<file path="src/rtl/draw_player_anim_if.sv">
// Movement command type and the VGA timing/colour bundle shared by the sprite overlay blocks.
// Timing fields travel with rgb so every stage can delay them as a single unit.
package state_pkg;
  typedef enum logic [2:0] {IDLE, RIGHT1, LEFT1, RIGHT2, LEFT2} State;
endpackage

interface vga_if;
  logic [11:0] vcount;
  logic        vsync;
  logic        vblnk;
  logic [11:0] hcount;
  logic        hsync;
  logic        hblnk;
  logic [11:0] rgb;

  modport in  (input  vcount, vsync, vblnk, hcount, hsync, hblnk, rgb);
  modport out (output vcount, vsync, vblnk, hcount, hsync, hblnk, rgb);
endinterface

</file>
<file path="src/rtl/draw_player_anim.sv">
// Overlays an animated walking player sprite on the VGA stream.
// Latency 2 clk for all fields; no backpressure, one pixel accepted and emitted per clk.
module draw_player_anim
  import state_pkg::*;
#(
  parameter int          PLAYER_W        = 40,
  parameter int          PLAYER_H        = 80,
  parameter int          LEG_H           = 20,
  parameter int          LEG_LIFT        = 8,
  parameter int          FRAMES_PER_STEP = 8,
  parameter logic [11:0] COLOR_BODY      = 12'hF0F,
  parameter logic [11:0] COLOR_EYE       = 12'h0FF
) (
  input  logic        clk,
  input  logic        rst,
  vga_if.in           vga_in,
  vga_if.out          vga_out,
  input  logic [11:0] xpos,
  input  logic [11:0] ypos,
  input  State        state,
  input  logic        enable
);

  localparam int BODY_H = PLAYER_H - LEG_H;
  localparam int CNT_W  = (FRAMES_PER_STEP > 1) ? $clog2(FRAMES_PER_STEP) : 1;
  localparam logic [CNT_W-1:0] CNT_LAST = CNT_W'(FRAMES_PER_STEP - 1);

  typedef enum logic       {FACE_RIGHT, FACE_LEFT} facing_e;
  typedef enum logic [1:0] {STAND, STEP_A, STEP_B} anim_e;
  typedef enum logic [1:0] {PIX_BG, PIX_BODY, PIX_EYE} pix_e;

  typedef struct packed {
    logic [11:0] vcount;
    logic        vsync;
    logic        vblnk;
    logic [11:0] hcount;
    logic        hsync;
    logic        hblnk;
    logic [11:0] rgb;
  } vga_t;

  vga_t             s1_d, s1_q, s2_d, s2_q;
  pix_e             pix_d, pix_q;
  logic [11:0]      x_sh_d, x_sh_q, y_sh_d, y_sh_q;
  State             st_sh_d, st_sh_q;
  logic             en_sh_d, en_sh_q;
  facing_e          facing_d, facing_q;
  anim_e            anim_d, anim_q;
  logic [CNT_W-1:0] cnt_d, cnt_q;

  logic        frame_start;
  logic [12:0] rx, ry;
  logic        in_sprite, lifted;
  logic [11:0] eye_x0;

  assign frame_start = (vga_in.vcount == 12'd0) && (vga_in.hcount == 12'd0);

  // The walk FSM steps on the command that was in force during the frame just ended.
  always_comb begin
    x_sh_d   = x_sh_q;
    y_sh_d   = y_sh_q;
    st_sh_d  = st_sh_q;
    en_sh_d  = en_sh_q;
    facing_d = facing_q;
    anim_d   = anim_q;
    cnt_d    = cnt_q;
    if (frame_start) begin
      x_sh_d  = xpos;
      y_sh_d  = ypos;
      st_sh_d = state;
      en_sh_d = enable;
      case (st_sh_q)
        RIGHT1, RIGHT2: facing_d = FACE_RIGHT;
        LEFT1, LEFT2:   facing_d = FACE_LEFT;
        default:        facing_d = facing_q;
      endcase
      if (st_sh_q == IDLE) begin
        anim_d = STAND;
        cnt_d  = '0;
      end else if (cnt_q == CNT_LAST) begin
        cnt_d = '0;
        case (anim_q)
          STAND:   anim_d = STEP_A;
          STEP_A:  anim_d = STEP_B;
          default: anim_d = STEP_A;
        endcase
      end else begin
        cnt_d = cnt_q + CNT_W'(1);
      end
    end
  end

  // Using the _d shadows lets the frame-start pixel already see this frame's values.
  // A 13-bit difference keeps sprites near 4095 from aliasing onto the left/top edge.
  always_comb begin
    rx        = {1'b0, vga_in.hcount} - {1'b0, x_sh_d};
    ry        = {1'b0, vga_in.vcount} - {1'b0, y_sh_d};
    in_sprite = !rx[12] && !ry[12] &&
                (rx[11:0] < 12'(PLAYER_W)) && (ry[11:0] < 12'(PLAYER_H));
    lifted    = ry[11:0] >= 12'(PLAYER_H - LEG_LIFT);
    eye_x0    = (facing_d == FACE_RIGHT) ? 12'(PLAYER_W - 10) : 12'd5;
    pix_d     = PIX_BG;
    if (en_sh_d && !vga_in.hblnk && !vga_in.vblnk && in_sprite) begin
      if (ry[11:0] < 12'(BODY_H)) begin
        if ((ry[11:0] >= 12'd5) && (ry[11:0] <= 12'd9) &&
            (rx[11:0] >= eye_x0) && (rx[11:0] < eye_x0 + 12'd5))
          pix_d = PIX_EYE;
        else
          pix_d = PIX_BODY;
      end else if (rx[11:0] < 12'(PLAYER_W * 3 / 8)) begin
        if (!(anim_d == STEP_A && lifted)) pix_d = PIX_BODY;
      end else if (rx[11:0] >= 12'(PLAYER_W * 5 / 8)) begin
        if (!(anim_d == STEP_B && lifted)) pix_d = PIX_BODY;
      end
    end
  end

  always_comb begin
    s1_d.vcount = vga_in.vcount;
    s1_d.vsync  = vga_in.vsync;
    s1_d.vblnk  = vga_in.vblnk;
    s1_d.hcount = vga_in.hcount;
    s1_d.hsync  = vga_in.hsync;
    s1_d.hblnk  = vga_in.hblnk;
    s1_d.rgb    = vga_in.rgb;
    s2_d        = s1_q;
    case (pix_q)
      PIX_BODY: s2_d.rgb = COLOR_BODY;
      PIX_EYE:  s2_d.rgb = COLOR_EYE;
      default:  s2_d.rgb = s1_q.rgb;
    endcase
  end

  always_ff @(posedge clk) begin
    if (rst) begin
      s1_q     <= '0;
      s2_q     <= '0;
      pix_q    <= PIX_BG;
      x_sh_q   <= '0;
      y_sh_q   <= '0;
      st_sh_q  <= IDLE;
      en_sh_q  <= 1'b0;
      facing_q <= FACE_RIGHT;
      anim_q   <= STAND;
      cnt_q    <= '0;
    end else begin
      s1_q     <= s1_d;
      s2_q     <= s2_d;
      pix_q    <= pix_d;
      x_sh_q   <= x_sh_d;
      y_sh_q   <= y_sh_d;
      st_sh_q  <= st_sh_d;
      en_sh_q  <= en_sh_d;
      facing_q <= facing_d;
      anim_q   <= anim_d;
      cnt_q    <= cnt_d;
    end
  end

  assign vga_out.vcount = s2_q.vcount;
  assign vga_out.vsync  = s2_q.vsync;
  assign vga_out.vblnk  = s2_q.vblnk;
  assign vga_out.hcount = s2_q.hcount;
  assign vga_out.hsync  = s2_q.hsync;
  assign vga_out.hblnk  = s2_q.hblnk;
  assign vga_out.rgb    = s2_q.rgb;

endmodule
</file>
<file path="src/flat_wrapper.sv">
// flat-port wrapper written by rule: the top's interface ports become plain ports
module draw_player_anim_flat import state_pkg::*;
#(
  parameter int          PLAYER_W        = 40,
  parameter int          PLAYER_H        = 80,
  parameter int          LEG_H           = 20,
  parameter int          LEG_LIFT        = 8,
  parameter int          FRAMES_PER_STEP = 8,
  parameter logic [11:0] COLOR_BODY      = 12'hF0F,
  parameter logic [11:0] COLOR_EYE       = 12'h0FF
)
  (clk, rst, xpos, ypos, state, enable, vga_in_vcount, vga_in_vsync, vga_in_vblnk, vga_in_hcount, vga_in_hsync, vga_in_hblnk, vga_in_rgb, vga_out_vcount, vga_out_vsync, vga_out_vblnk, vga_out_hcount, vga_out_hsync, vga_out_hblnk, vga_out_rgb);
  vga_if vga_in_i ();
  vga_if vga_out_i ();
  input  logic clk;
  input  logic rst;
  input  logic [11:0] xpos;
  input  logic [11:0] ypos;
  input  State state;
  input  logic enable;
  input wire logic [$bits(vga_in_i.vcount)-1:0] vga_in_vcount;
  input wire logic [$bits(vga_in_i.vsync)-1:0] vga_in_vsync;
  input wire logic [$bits(vga_in_i.vblnk)-1:0] vga_in_vblnk;
  input wire logic [$bits(vga_in_i.hcount)-1:0] vga_in_hcount;
  input wire logic [$bits(vga_in_i.hsync)-1:0] vga_in_hsync;
  input wire logic [$bits(vga_in_i.hblnk)-1:0] vga_in_hblnk;
  input wire logic [$bits(vga_in_i.rgb)-1:0] vga_in_rgb;
  output wire logic [$bits(vga_out_i.vcount)-1:0] vga_out_vcount;
  output wire logic [$bits(vga_out_i.vsync)-1:0] vga_out_vsync;
  output wire logic [$bits(vga_out_i.vblnk)-1:0] vga_out_vblnk;
  output wire logic [$bits(vga_out_i.hcount)-1:0] vga_out_hcount;
  output wire logic [$bits(vga_out_i.hsync)-1:0] vga_out_hsync;
  output wire logic [$bits(vga_out_i.hblnk)-1:0] vga_out_hblnk;
  output wire logic [$bits(vga_out_i.rgb)-1:0] vga_out_rgb;
  assign vga_in_i.vcount = vga_in_vcount;
  assign vga_in_i.vsync = vga_in_vsync;
  assign vga_in_i.vblnk = vga_in_vblnk;
  assign vga_in_i.hcount = vga_in_hcount;
  assign vga_in_i.hsync = vga_in_hsync;
  assign vga_in_i.hblnk = vga_in_hblnk;
  assign vga_in_i.rgb = vga_in_rgb;
  assign vga_out_vcount = vga_out_i.vcount;
  assign vga_out_vsync = vga_out_i.vsync;
  assign vga_out_vblnk = vga_out_i.vblnk;
  assign vga_out_hcount = vga_out_i.hcount;
  assign vga_out_hsync = vga_out_i.hsync;
  assign vga_out_hblnk = vga_out_i.hblnk;
  assign vga_out_rgb = vga_out_i.rgb;
  draw_player_anim #(.PLAYER_W(PLAYER_W), .PLAYER_H(PLAYER_H), .LEG_H(LEG_H), .LEG_LIFT(LEG_LIFT), .FRAMES_PER_STEP(FRAMES_PER_STEP), .COLOR_BODY(COLOR_BODY), .COLOR_EYE(COLOR_EYE)) u_core (.clk(clk), .rst(rst), .vga_in(vga_in_i), .vga_out(vga_out_i), .xpos(xpos), .ypos(ypos), .state(state), .enable(enable));
endmodule
</file>
<file path="config.mk">
export PLATFORM = sky130hd
export DESIGN_NAME = draw_player_anim_flat
export DESIGN_NICKNAME = d
export VERILOG_FILES = /design/src/rtl/draw_player_anim_if.sv /design/src/rtl/draw_player_anim.sv /design/src/flat_wrapper.sv
export SDC_FILE = /design/constraint.sdc
export NUM_CORES = 1
export LEC_CHECK = 0
export ABC_AREA = 1
export BUFFER_PORTS_ARGS = -buffer_cell sky130_fd_sc_hd__buf_2
export CORE_ASPECT_RATIO = 1.2
export CORE_MARGIN = 2
export CORE_UTILIZATION = 58
export CTS_BUF_LIST = sky130_fd_sc_hd__clkbuf_2
export DETAILED_ROUTE_END_ITERATION = 8
export PLACE_DENSITY = 0.83
export SYNTH_ARGS = -nofsm -noshare
export SYNTH_HDL_FRONTEND = slang
export SYNTH_SLANG_ARGS = --single-unit
</file>
<file path="constraint.sdc">
create_clock -name clk -period 4.8 [get_ports clk]
set_input_delay 0.72 -clock clk [delete_from_list [all_inputs] [get_ports clk]]
set_output_delay 0.72 -clock clk [all_outputs]
set_load 0.01 [all_outputs]
</file>
==> run summary <==
===============================================================================================
Area inside the core boundary                                                        0.0100 mm²
Sequential area share after synthesis                                                     39.0%
CTS tree                                                                                   done
Cell with the most instances after synthesis                                       sky130_fd_sc_hd__nand2_1
Synth area leaders                                                                 sky130_fd_sc_hd__dfxtp_1 (39%), sky130_fd_sc_hd__nand2_1 (10%), sky130_fd_sc_hd__inv_1 (9.4%)
Total internal power                                                                    1.33 mW
Startpoint of the most critical setup path                                         vga_in_hcount[3]
Resized Gates After CTS                                                                       0
Layout filler cell count                                                                    904
PortBufs                                                                                    109
Critical-path top delay cell                                                       sky130_fd_sc_hd__ha_1
Netlist area before placement                                                       0.00595 mm²
DIE WIDTH                                                                               96.4 µm
Final-report max-slew violation count                                                         0
Skew final                                                                            0.0492 ns
WP buf/inv                                                                                    4
Library cell with the largest summed area after synthesis                          sky130_fd_sc_hd__dfxtp_1
Setup crit end                                                                     u_core.pix_q[1]$_SDFF_PP0_
Highest achievable clock rate                                                         0.300 GHz
Count of hold-fix buffers inserted at cts                                                     0
TritonCTS Buffers                                                                            17
Top fanout value on the critical path                                                        15
Cell depth of the worst flop-to-flop path                                                    24
Cell leakage power                                                                      3.68 nW
Worst max-slew margin expressed relative to the limit                                     26.8%
Top Family by Delay on Critical Path                                               simple AND/OR/NAND/NOR gates
Setup crit start kind                                                                input port
Area share of the largest cell type after synthesis                                       39.0%
Detail-routed net length per standard cell                                              12.6 µm
Register area                                                                       0.00232 mm²
Synth top cells by count                                                           sky130_fd_sc_hd__nand2_1 (159), sky130_fd_sc_hd__inv_1 (149), sky130_fd_sc_hd__nor2_1 (146), sky130_fd_sc_hd__dfxtp_1 (116), sky130_fd_sc_hd__nand3_1 (64)
Number of maximum-capacitance violations                                                      0
Post-synthesis average cell area                                                       7.05 µm²
Layout Area Growth over Synthesis                                                         14.5%
Fin worst setup slack                                                                   1.47 ns
Combinational power share                                                                 13.1%
Logic depth of the worst setup path including buffers                                        24
Final setup violation count                                                                   0
Outcome                                                                               completed
# H-tree levels                                                                               4
Number of antenna violations at the first check in global routing                             2
Maximum number of pins on one net before global-route repair                                113
Number of vias per cell                                                                    5.08
Total Wirelength                                                                       13700 µm
Clock network latency to the later pin of the worst-skew pair                           0.70 ns
Initial Util                                                                              59.4%
Die Footprint                                                                        0.0111 mm²
Switching part of the total                                                               30.1%
Flip-flop and latch count after synthesis                                                   116
Sum of overflow across all layers after global routing                                        0
Post-route ant nets                                                                           0
Hpwl dp                                                                                10400 µm
Post-synthesis net count                                                                    942
Clock input transition at the sequential cells of the worst setup and hold paths        0.22 ns
Actual slew at the worst max-slew pin                                                   1.10 ns
Cell repeated most along the worst path                                            sky130_fd_sc_hd__nand2_1
Multi-input gate area                                                               0.00295 mm²
Global-route wire length before repair                                                 22000 µm
Reg2reg end                                                                        u_core.pix_q[1]$_SDFF_PP0_
Number of clock sinks seen by CTS                                                           116
Final Cycle Share                                                                         69.4%
Root buffer cell                                                                   sky130_fd_sc_hd__clkbuf_2
Setup repair after global routing missed its margin                                          no
Synthesized netlist cell count                                                              844
Maximum number of buffers from clock root to sink                                             2
Arrival time reported for the critical path endpoint                                    4.00 ns
Crit path largest cell delay                                                            0.38 ns
Critical path capture point type                                                      flip-flop
Cell area power density                                                              279 mW/mm²
Synth cell types                                                                             38
Vertical extent of the die                                                               115 µm
Reg2reg setup slack                                                                     2.02 ns
1st-pass router iterations                                                                    5
Type of the most critical hold path                                                   in -> reg
Classification of the worst setup path                                                in -> reg
Reg power frac                                                                            52.7%
Number of synthesized flops with an enable pin                                                0
Count of nets after finishing                                                              1052
Post-CTS setup-driven buffer insertion count                                                  0
Remaining DRCs                                                                                0
Aggregate global-route resource usage                                                     25.4%
Via count of the first global-routing pass                                                 4947
Final Wtd Congestion                                                                      0.958
Final-report hold violation count                                                             0
Count of cells along the worst hold path                                                      3
Leading register cell type out of synthesis                                        sky130_fd_sc_hd__dfxtp_1
R2r startpoint                                                                     u_core.x_sh_q[0]$_SDFF_PP0_
Num ports                                                                                   110
Share of post-route cells with drive strength above 1                                     20.8%
Setup WS pre-CTS                                                                       0.734 ns
Aggregate negative setup slack                                                             0 ns
Crit path cell chain                                                               buf_2 > nor2_1 > nand2_1 > nor2_4 > nand3_4 > buf_4 > mux2i_1 > ha_1 > nand3_2 > nand3b_1 > nand2_1 > nand2_1 > nand2_2 > inv_2 > ha_1 > a21oi_1 > nand3_1 > nor2_1 > nand2_1 > nor2_1 > nand2_1 > inv_1 > nand2_1 > nor2_2
Worst Path Required                                                                     5.47 ns
Net switching power figure                                                             0.572 mW
Clk pwr share                                                                             34.1%
Final hold slack                                                                       0.226 ns
Yosys warns                                                                                   0
Utilization of the core after routing                                                     68.1%
Final Power                                                                             1.90 mW
Async SR Flop Fraction                                                                       0%
Final period demand of the worst path                                                   3.33 ns
Rows                                                                                         40
DRC violation total after the first TritonRoute iteration                                   397
Vias post-DR                                                                               5560
Peak supply drop                                                                     0.000150 V
===============================================================================================
[worst min path at each step]
stage                                                 endpoint  slack (ns)                       start
after CTS                           u_core.s1_q[13]$_SDFF_PP0_        0.19                vga_in_hsync
after detailed placement   u_core.vga_out.hcount[5]$_SDFF_PP0_        0.39  u_core.s1_q[19]$_SDFF_PP0_
final                                u_core.s1_q[0]$_SDFF_PP0_        0.23               vga_in_rgb[0]
after global routing                u_core.s1_q[13]$_SDFF_PP0_        0.16                vga_in_hsync
after global placement    u_core.vga_out.hcount[11]$_SDFF_PP0_        0.39  u_core.s1_q[25]$_SDFF_PP0_
after floorplan                u_core.vga_out.hblnk$_SDFF_PP0_        0.39  u_core.s1_q[12]$_SDFF_PP0_
[area by class of cell]
type | count | area share [%]
multi-input cells | 555 | 43.2
diodes | 2 | 0.0735
inverters | 152 | 8.38
well taps | 126 | 2.31
repair buffers | 112 | 8.38
clock buffers | 17 | 1.25
flip-flops and latches | 116 | 34.1
clock inverters | 15 | 2.28
[cell usage in the layout, fill, tap and decap left out, types with 2 or more instances in the layout]
cell,Yosys,layout
sky130_fd_sc_hd__o21ai_0,8,8
sky130_fd_sc_hd__clkbuf_2,0,17
sky130_fd_sc_hd__bufinv_16,0,2
sky130_fd_sc_hd__a21oi_2,2,2
sky130_fd_sc_hd__nand3_1,64,64
sky130_fd_sc_hd__buf_4,2,4
sky130_fd_sc_hd__nor2_4,4,4
sky130_fd_sc_hd__clkinvlp_4,0,3
sky130_fd_sc_hd__inv_2,2,2
sky130_fd_sc_hd__buf_2,0,108
sky130_fd_sc_hd__nand2_2,20,20
sky130_fd_sc_hd__nand4_1,23,23
sky130_fd_sc_hd__inv_1,149,149
sky130_fd_sc_hd__a211oi_1,2,2
sky130_fd_sc_hd__clkinv_4,0,2
sky130_fd_sc_hd__nor2_1,146,146
sky130_fd_sc_hd__inv_6,0,4
sky130_fd_sc_hd__nor3_1,5,5
sky130_fd_sc_hd__a21oi_1,38,38
sky130_fd_sc_hd__nor2_2,5,5
sky130_fd_sc_hd__dfxtp_1,116,116
sky130_fd_sc_hd__diode_2,0,2
sky130_fd_sc_hd__nand3_2,10,10
sky130_fd_sc_hd__mux2i_1,13,13
sky130_fd_sc_hd__nand2_4,6,6
sky130_fd_sc_hd__nand2_1,159,159
sky130_fd_sc_hd__xor2_2,2,2
sky130_fd_sc_hd__ha_1,27,27
sky130_fd_sc_hd__or2_2,4,4
sky130_fd_sc_hd__o21ai_1,2,2
sky130_fd_sc_hd__clkinv_2,0,4
sky130_fd_sc_hd__o21bai_1,5,5
[logic make-up after synthesis]
group / count (synthesis) / synth area share, %
AND/OR/NAND/NOR: 448 / 34.5
buffers and inverters: 173 / 11.4
flip-flops: 116 / 39.0
AO/OA/AOI/OAI: 64 / 6.25
adder cells (fa/ha/maj): 28 / 6.02
multiplexers: 13 / 2.19
XOR/XNOR: 2 / 0.547
[flip-flops by register name, summed over array words and instances, names as in the netlist]
name,cells
u_core.anim_q,2
u_core.vga_out.hcount,12
u_core.pix_q,2
u_core.facing_q,1
u_core.y_sh_q,12
u_core.vga_out.vcount,12
u_core.vga_out.hsync,1
u_core.en_sh_q,1
u_core.vga_out.hblnk,1
u_core.vga_out.vblnk,1
u_core.cnt_q,3
u_core.vga_out.rgb,12
u_core.st_sh_q,3
u_core.s1_q,40
u_core.vga_out.vsync,1
u_core.x_sh_q,12
[routing by layer]
| metal | GRT usage (%) | wire (µm) |
|---|---|---|
| met1 | 32.4 | 6080 |
| met4 | 11.2 | 464 |
| met2 | 41.3 | 6320 |
| met5 | 0 | 0 |
| met3 | 5.44 | 881 |
[worst register-to-register path, cell delays in order (launching register included)]
cell                       delay [ns]
sky130_fd_sc_hd__dfxtp_1         0.34
sky130_fd_sc_hd__or2_2           0.28
sky130_fd_sc_hd__inv_1           0.07
sky130_fd_sc_hd__a21oi_1         0.04
sky130_fd_sc_hd__ha_1            0.19
sky130_fd_sc_hd__inv_1           0.11
sky130_fd_sc_hd__nand2_1         0.09
sky130_fd_sc_hd__a21boi_2        0.21
sky130_fd_sc_hd__nand2_1         0.11
sky130_fd_sc_hd__nand2_1         0.10
sky130_fd_sc_hd__inv_1           0.07
sky130_fd_sc_hd__ha_1            0.29
sky130_fd_sc_hd__nor2_1          0.10
sky130_fd_sc_hd__nand3_1         0.09
sky130_fd_sc_hd__nand2_1         0.06
sky130_fd_sc_hd__a21oi_1         0.06
sky130_fd_sc_hd__nand2_1         0.05
sky130_fd_sc_hd__nand2_1         0.04
sky130_fd_sc_hd__inv_1           0.04
sky130_fd_sc_hd__nand2_1         0.04
sky130_fd_sc_hd__nor2_1          0.09
sky130_fd_sc_hd__nand2_1         0.08
sky130_fd_sc_hd__inv_1           0.06
sky130_fd_sc_hd__nand2_1         0.05
sky130_fd_sc_hd__nor2_2          0.07
[power groups by stage]
stage	clock [mW]	sequential, mW	combinational [mW]
2_1_floorplan	0	1.03	0.153
3_3_place_gp	0	1.02	0.242
3_5_place_dp	0	1.02	0.245
4_1_cts	0.654	1.00	0.247
5_1_grt	0.701	1.01	0.281
6_report	0.649	1.00	0.250
[metrics by stage]
stage | cell area, µm² | std cells
final | 6810 | 1095
after global routing | 6810 | 1095
after CTS | 6810 | 1093
after detailed placement | 6570 | 1061
after global placement | 6570 | 1061
after floorplan | 5950 | 844
Note: power is estimated with default switching activity, not from simulation.
